## config.mk

```make
export PLATFORM = sky130hd
export DESIGN_NAME = cpu_sequencer
export DESIGN_NICKNAME = d
export VERILOG_FILES = /design/src/rtl/cpu_sequencer.sv
export SDC_FILE = /design/constraint.sdc
export NUM_CORES = 1
export LEC_CHECK = 0
export CORE_AREA = 5 5 42 44
export DETAILED_ROUTE_END_ITERATION = 12
export DIE_AREA = 0 0 47 49
export HOLD_SLACK_MARGIN = 0.02
export PLACE_DENSITY_LB_ADDON = 0.12
export SLEW_MARGIN = 20
export SYNTH_ARGS = -nofsm -noshare
export SYNTH_HDL_FRONTEND = slang
export SYNTH_SLANG_ARGS = --single-unit
```

## constraint.sdc

```tcl
create_clock -name clk -period 1.6 [get_ports clk]
set_clock_uncertainty 0.15 [all_clocks]
set_input_delay 0.24 -clock clk [delete_from_list [all_inputs] [get_ports clk]]
set_output_delay 0.24 -clock clk [all_outputs]
set_load 0.05 [all_outputs]
```

## src/rtl/cpu_sequencer.sv

```systemverilog
// rtl/cpu_sequencer.sv - 8-phase instruction-cycle sequencer with sticky halt
// Phase/halted registers plus opcode decode into PC, IR, ACC and memory controls.
module cpu_sequencer #(
   parameter logic HALT_EN = 1'b1
) (
   input  logic       clk,
   input  logic       rst,
   input  logic       ena,
   input  logic [2:0] opcode,
   input  logic       zero,
   input  logic       resume,
   output logic [2:0] phase,
   output logic       sel,
   output logic       rd,
   output logic       wr,
   output logic       ld_ir,
   output logic       ld_ac,
   output logic       ld_pc,
   output logic       inc_pc,
   output logic       data_e,
   output logic       halt
);

   localparam logic [2:0] PH_INST_ADDR  = 3'd0;
   localparam logic [2:0] PH_INST_FETCH = 3'd1;
   localparam logic [2:0] PH_INST_LOAD  = 3'd2;
   localparam logic [2:0] PH_IDLE       = 3'd3;
   localparam logic [2:0] PH_OP_ADDR    = 3'd4;
   localparam logic [2:0] PH_OP_FETCH   = 3'd5;
   localparam logic [2:0] PH_ALU_OP     = 3'd6;
   localparam logic [2:0] PH_STORE      = 3'd7;

   localparam logic [2:0] OP_HLT = 3'd0;
   localparam logic [2:0] OP_SKZ = 3'd1;
   localparam logic [2:0] OP_ADD = 3'd2;
   localparam logic [2:0] OP_AND = 3'd3;
   localparam logic [2:0] OP_XOR = 3'd4;
   localparam logic [2:0] OP_LDA = 3'd5;
   localparam logic [2:0] OP_STO = 3'd6;
   localparam logic [2:0] OP_JMP = 3'd7;

   logic [2:0] phase_q, phase_d;
   logic       halted_q, halted_d;
   logic       alu_op;
   logic       halt_op;
   logic       resume_go;

   assign alu_op    = (opcode == OP_ADD) || (opcode == OP_AND) ||
                      (opcode == OP_XOR) || (opcode == OP_LDA);
   assign halt_op   = (opcode == OP_HLT) && HALT_EN;
   assign resume_go = halted_q && resume && ena;

   always_ff @(posedge clk) begin
      if (rst) begin
         phase_q  <= PH_INST_ADDR;
         halted_q <= 1'b0;
      end else begin
         phase_q  <= phase_d;
         halted_q <= halted_d;
      end
   end

   // Halt freezes the phase at OP_ADDR; resume skips straight to OP_FETCH.
   always_comb begin
      phase_d  = phase_q;
      halted_d = halted_q;
      if (ena) begin
         if (halted_q) begin
            if (resume) begin
               phase_d  = PH_OP_FETCH;
               halted_d = 1'b0;
            end
         end else if ((phase_q == PH_OP_ADDR) && halt_op) begin
            halted_d = 1'b1;
         end else begin
            phase_d = phase_q + 3'd1;
         end
      end
   end

   always_comb begin
      sel    = 1'b0;
      rd     = 1'b0;
      wr     = 1'b0;
      ld_ir  = 1'b0;
      ld_ac  = 1'b0;
      ld_pc  = 1'b0;
      inc_pc = 1'b0;
      data_e = 1'b0;
      halt   = 1'b0;
      if (halted_q) begin
         inc_pc = resume_go;
         halt   = !resume_go;
      end else begin
         case (phase_q)
            PH_INST_ADDR: begin
               sel = 1'b1;
            end
            PH_INST_FETCH: begin
               sel = 1'b1;
               rd  = 1'b1;
            end
            PH_INST_LOAD, PH_IDLE: begin
               sel   = 1'b1;
               rd    = 1'b1;
               ld_ir = 1'b1;
            end
            PH_OP_ADDR: begin
               inc_pc = !halt_op;
               halt   = halt_op;
            end
            PH_OP_FETCH: begin
               rd = alu_op;
            end
            PH_ALU_OP: begin
               rd     = alu_op;
               inc_pc = (opcode == OP_SKZ) && zero;
               ld_pc  = (opcode == OP_JMP);
               data_e = (opcode == OP_STO);
            end
            PH_STORE: begin
               rd     = alu_op;
               ld_ac  = alu_op;
               ld_pc  = (opcode == OP_JMP);
               wr     = (opcode == OP_STO);
               data_e = (opcode == OP_STO);
            end
            default: begin
               sel = 1'b0;
            end
         endcase
      end
   end

   assign phase = phase_q;

endmodule
```

# ---- Yosys cells after proc, flatten, opt, wreduce, memory -nomap -nowiden
# Index checks and enable logic that the tools add are counted.
dict set report word_totals {
  inputBits 8
  word_cells 60
  ff_bits 4
  output_inout_bits 12
}
dict set report op_classes {
  n_eq_ne 16
  n_addsub 1
  muxes 24
  reduce_logical 17
}
# operator count
set ops {}
lappend ops {{equality test 3 bit, second input constant} 8}
lappend ops {{2-to-1 mux 1 bit} 19}
lappend ops {{equality test 3 x 2 -> 1 bit, second input constant} 4}
lappend ops {{2-to-1 mux 3 bit} 3}
lappend ops {{equality test 3 x 1 -> 1 bit, second input constant} 2}
lappend ops {{logical NOT 3 bit} 2}
lappend ops {{OR reduction 3 bit} 2}
lappend ops {{logical AND 1 bit} 4}
lappend ops {{inequality test 2 bit, second input constant} 2}
lappend ops {{case mux 1 bit (2 select lines)} 2}
lappend ops {{OR reduction 2 bit} 2}
lappend ops {{OR reduction 4 bit} 1}
lappend ops {{adder 3 x 1 -> 3 bit, second input constant} 1}
lappend ops {{logical OR 1 bit} 3}
lappend ops {{AND reduction 3 bit} 1}
lappend ops {{logical NOT 1 bit} 2}

# ---- Depth between registers and ports, before layout
# Gate-level depths: netlist of the first run.
dict set report depth {
  depth_word 6
  mapped_depth 5
  mapped_depth_nobuf 5
}

# ---- Least setup slack after synthesis of the first run
# No wires, ideal clock.
dict set report synth_timing {
  path_kind {register to output}
  start {register phase_q[2] (netlist: phase[2])}
  end {output data_e}
  t_arrival_ns 2.285
  path_slack_ns -1.075
  required_ns 1.210
  stages_incl_launch_ff 5
  path_buffers 1
  cell_sequence {dfxtp_1 > clkbuf_1 > nor2b_1 > nand2_1 > nor3_1}
}
dict set report synth_between {
  elab_chain_cells 4
  elab_cells_between_ends 5
  classes_between {eq/ne: 2; mux: 2; reduce/logical: 1}
}
# item line_no
set synth_lines {}
lappend synth_lines {{start: declaration} 42} ;# logic [2:0] phase_q, phase_d;
lappend synth_lines {{start signal: assignment} 58} ;# phase_q <= phase_d;
lappend synth_lines {{equality test 3 bit} 95} ;# case (phase_q)
lappend synth_lines {{OR reduction 2 bit (no line) (*)} --}
lappend synth_lines {{2-to-1 mux 1 bit (*)} --}
lappend synth_lines {{2-to-1 mux 1 bit (*)} 91} ;# if (halted_q) begin
lappend synth_lines {{end: declaration} 20} ;# output logic data_e,
# Every way passes the cells marked *; elsewhere a longest branch is shown, timed or not.

# ---- Worst setup path after layout of the first run
dict set report layout_timing {
  start {register phase_q[0] (netlist: phase[0])}
  end {output rd}
}
dict set report layout_between {
  elab_chain_cells 4
  elab_cells_between_ends 10
  classes_between {eq/ne: 6; mux: 2; reduce/logical: 2}
}
# item line_no
set layout_lines {}
lappend layout_lines {{equality test 3 bit, or another cell as far along} 95}
lappend layout_lines {{OR reduction 3 bit (no line)} --}
lappend layout_lines {{case mux 1 bit (2 select lines) (*)} 95}
lappend layout_lines {{2-to-1 mux 1 bit (*)} 91}
lappend layout_lines {{end: declaration} 14} ;# output logic rd,
# Marked as above.

==> flow_summary.json, run 1 <==
{
  "whs_ns": 0.4680,
  "clockBufferDepth": 2,
  "grt_pass1_wl_mm": 2.415,
  "design_area_um2": 1135,
  "syn_nets": 70,
  "io_buffers": 19,
  "place_congestion": 0.7466,
  "final.setup.worst_slack_ns": -0.2979,
  "syn_to_final_growth_pct": 169.1,
  "grt-ovfl-total": 0,
  "grt_max_degree": 10,
  "ios": 20,
  "async_reset_ff_frac": 0,
  "rsz0062_at_grt": "true",
  "wl_met2_um": 820,
  "syn_avg_cell_area_um2": 7.530,
  "drv_slew": 0,
  "synth_cell_types": 23,
  "cts_tree": "done",
  "crit_path_max_fanout": 4,
  "fillers": 96,
  "postSynthCellCount": 56,
  "placed_area_um2": 907.1,
  "yosysMostFrequentCell": "nand2_1",
  "critical_path_required_ns": 1.21,
  "cts_max_level": 1,
  "clkSinkCount": 4,
  "highest-signal-layer": "met4",
  "pwr-share-comb": 0.565,
  "clock.fmax_mhz": 526.9,
  "syn_area_um2": 421.7,
  "drt_wl_total_mm": 1.544,
  "hold_path.class": "in2reg",
  "core-area_um2": 1401,
  "root_buffer": "clkbuf_4",
  "grt_pass1_vias": 598,
  "die_h_um": 49,
  "yosys-top-cells-area": "dfxtp_1 19%, ha_1 18%, nand2_1 7.1%",
  "firstDrtPassIters": 2,
  "hpwlAfterDp_mm": 1.052,
  "yosys.area.top_type_share": 0.1899,
  "antenna_found_initial": 0,
  "seqPwrFrac": 0.208,
  "peakVddDrop_mv": 0.3966,
  "wire_per_inst_um": 13.54,
  "setup_tns_ns": -1.290,
  "netSwitchingFraction": 0.3836,
  "cp-start-kind": "register",
  "ys_seq_area_frac": 0.1899,
  "synth-edff-count": 0,
  "ys.flop_type": "dfxtp_1",
  "intPower_w": 0.0003784,
  "yosys-top-cells-count": "8 x nand2_1, 6 x ha_1, 6 x nor2_1",
  "slew_headroom": 0.8229,
  "clkLatencyLatePin_ns": 0.24,
  "violations": "negative setup slack",
  "fin_nets": 113,
  "cp.arrival_ns": 1.51,
  "drt-met1-wl_um": 625,
  "first_iter_violations": 1,
  "wl_met3_um": 68,
  "final-setup-viol-count": 7,
  "tightest_slew_ns": 0.2657,
  "routed_via_density": 4.912,
  "finalHoldViolCount": 0,
  "fp.dieArea_um2": 2303,
  "p_leak_nw": 0.4855,
  "crit_path_end_kind": "output port",
  "yosys_warnings": 0,
  "ys_ff_latch": 4,
  "vias": 560,
  "cts_made_buffers": 3,
  "layout.cells.non_filler": 114,
  "antennaDiodeCount": 0,
  "die_x_um": 47,
  "rows": 14,
  "dp.cells": 103,
  "layout_min_cycle_time_ns": 1.898,
  "clk_pin_slew_ns": 0.04,
  "start_util": 0.3009,
  "worst-setup-path-type": "reg2out",
  "power_density_nw_per_um2": 540.9,
  "hold_buffers": 0,
  "drive_above_1_share": 0.6837,
  "grt_usage": 0.1395,
  "status": "complete, but fails checks",
  "clkPwrFrac": 0.226,
  "drtAntennaViolNets": 0,
  "drc_errors": 0,
  "cap_violations": 0,
  "post-route-period-util": 1.186,
  "switchingPower_w": 0.0002355,
  "yosysTopAreaCell": "dfxtp_1"
}
## final timing paths
path,from,end,slack (ns),cells after the start
max,phase[0],rd,-0.30,5
min,rst,phase[2],0.47,2
max reg2reg,phase[1],phase[0],0.01,6
min reg2reg,halted_q,halted_q,0.49,2
## critical path, stage by stage, from the launching register on
cell	delay (ns)
dfxtp_4	0.36
ha_4	0.17
ha_4	0.15
nor2b_1	0.12
o31a_2	0.30
buf_8	0.15
## cell usage in the layout (no fill, tap or decap), types with 2 or more instances in the layout
cell type,n
buf_6,6
inv_4,2
nor2_4,3
nor3_4,3
buf_4,14
clkdlybuf4s50_1,4
buf_12,12
o31a_2,2
nand2_4,3
nand3_1,2
dlygate4sd2_1,2
inv_1,3
dfxtp_4,3
clkbuf_4,3
nor2_1,3
nand2_1,4
nor3_2,2
ha_1,2
a21oi_1,2
ha_4,3
## area by class of cell
type,instances,area (um2),share of cell area
Timing Repair Buffer,40,496.7,0.4377
Multi-Input combinational cell,45,475.5,0.4190
Inverter,5,23.77,0.02095
Clock buffer,4,26.28,0.02315
Sequential cell,4,92.59,0.08159
Tap cell,16,20.02,0.01764
## kinds of logic (layout without fill, tap and decap cells)
group	count (synthesis)	in the layout	share of synthesized area
buffers and inverters	7	49	0.06527
AND/OR/NAND/NOR	29	29	0.3442
adder cells (fa/ha/maj)	6	6	0.1780
AO/OA/AOI/OAI	8	8	0.1781
XOR/XNOR	1	1	0.02078
multiplexers	1	1	0.02374
flip-flops	4	4	0.1899
## state kept, by name, summed over array words and instances, names as in the netlist
name / count
phase: 3
halted_q: 1
## per-stage QoR
stage | util | power [W] | worst slack [ns]
after floorplan | - | 0.0002657 | -0.1127
after global placement | 0.6473 | 0.0004082 | -0.4114
after detailed placement | 0.6473 | 0.0004098 | -0.4371
after CTS | 0.7589 | 0.0005973 | -0.2857
after global routing | 0.8098 | 0.0006520 | -0.3508
final | 0.8098 | 0.0006139 | -0.2979
## timing repair
action | 4_1_cts | 5_1_grt
gates resized for setup | 28 | 10
buffers inserted | 5 | 5
setup endpoints to repair | 12 | 12
pin swaps | 13 | 12
## power by group through the flow
stage               Sequential, W  Clock (W)  Combinational (W)
global route             0.000129   0.000153           0.000369
detailed placement       0.000126          0           0.000284
CTS                      0.000126   0.000147           0.000324
global placement         0.000125          0           0.000283
floorplan                0.000142          0           0.000124
finish                   0.000128   0.000139           0.000347
## layer usage
metal / vias to the layer above / GRT usage
li1: 279 / -
met1: 262 / 0.1454
met2: 16 / 0.2557
met3: 3 / 0.003690
met4: 0 / 0.08295
met5: - / 0
No activity file was read; power rests on OpenSTA's default activity.
==> run 2, diff against run 1 <==
Settings changed: SLEW_MARGIN 20 to 15.
==> results of run 2 <==
No change in the layout: final DEF, timing and power equal those of run 1.
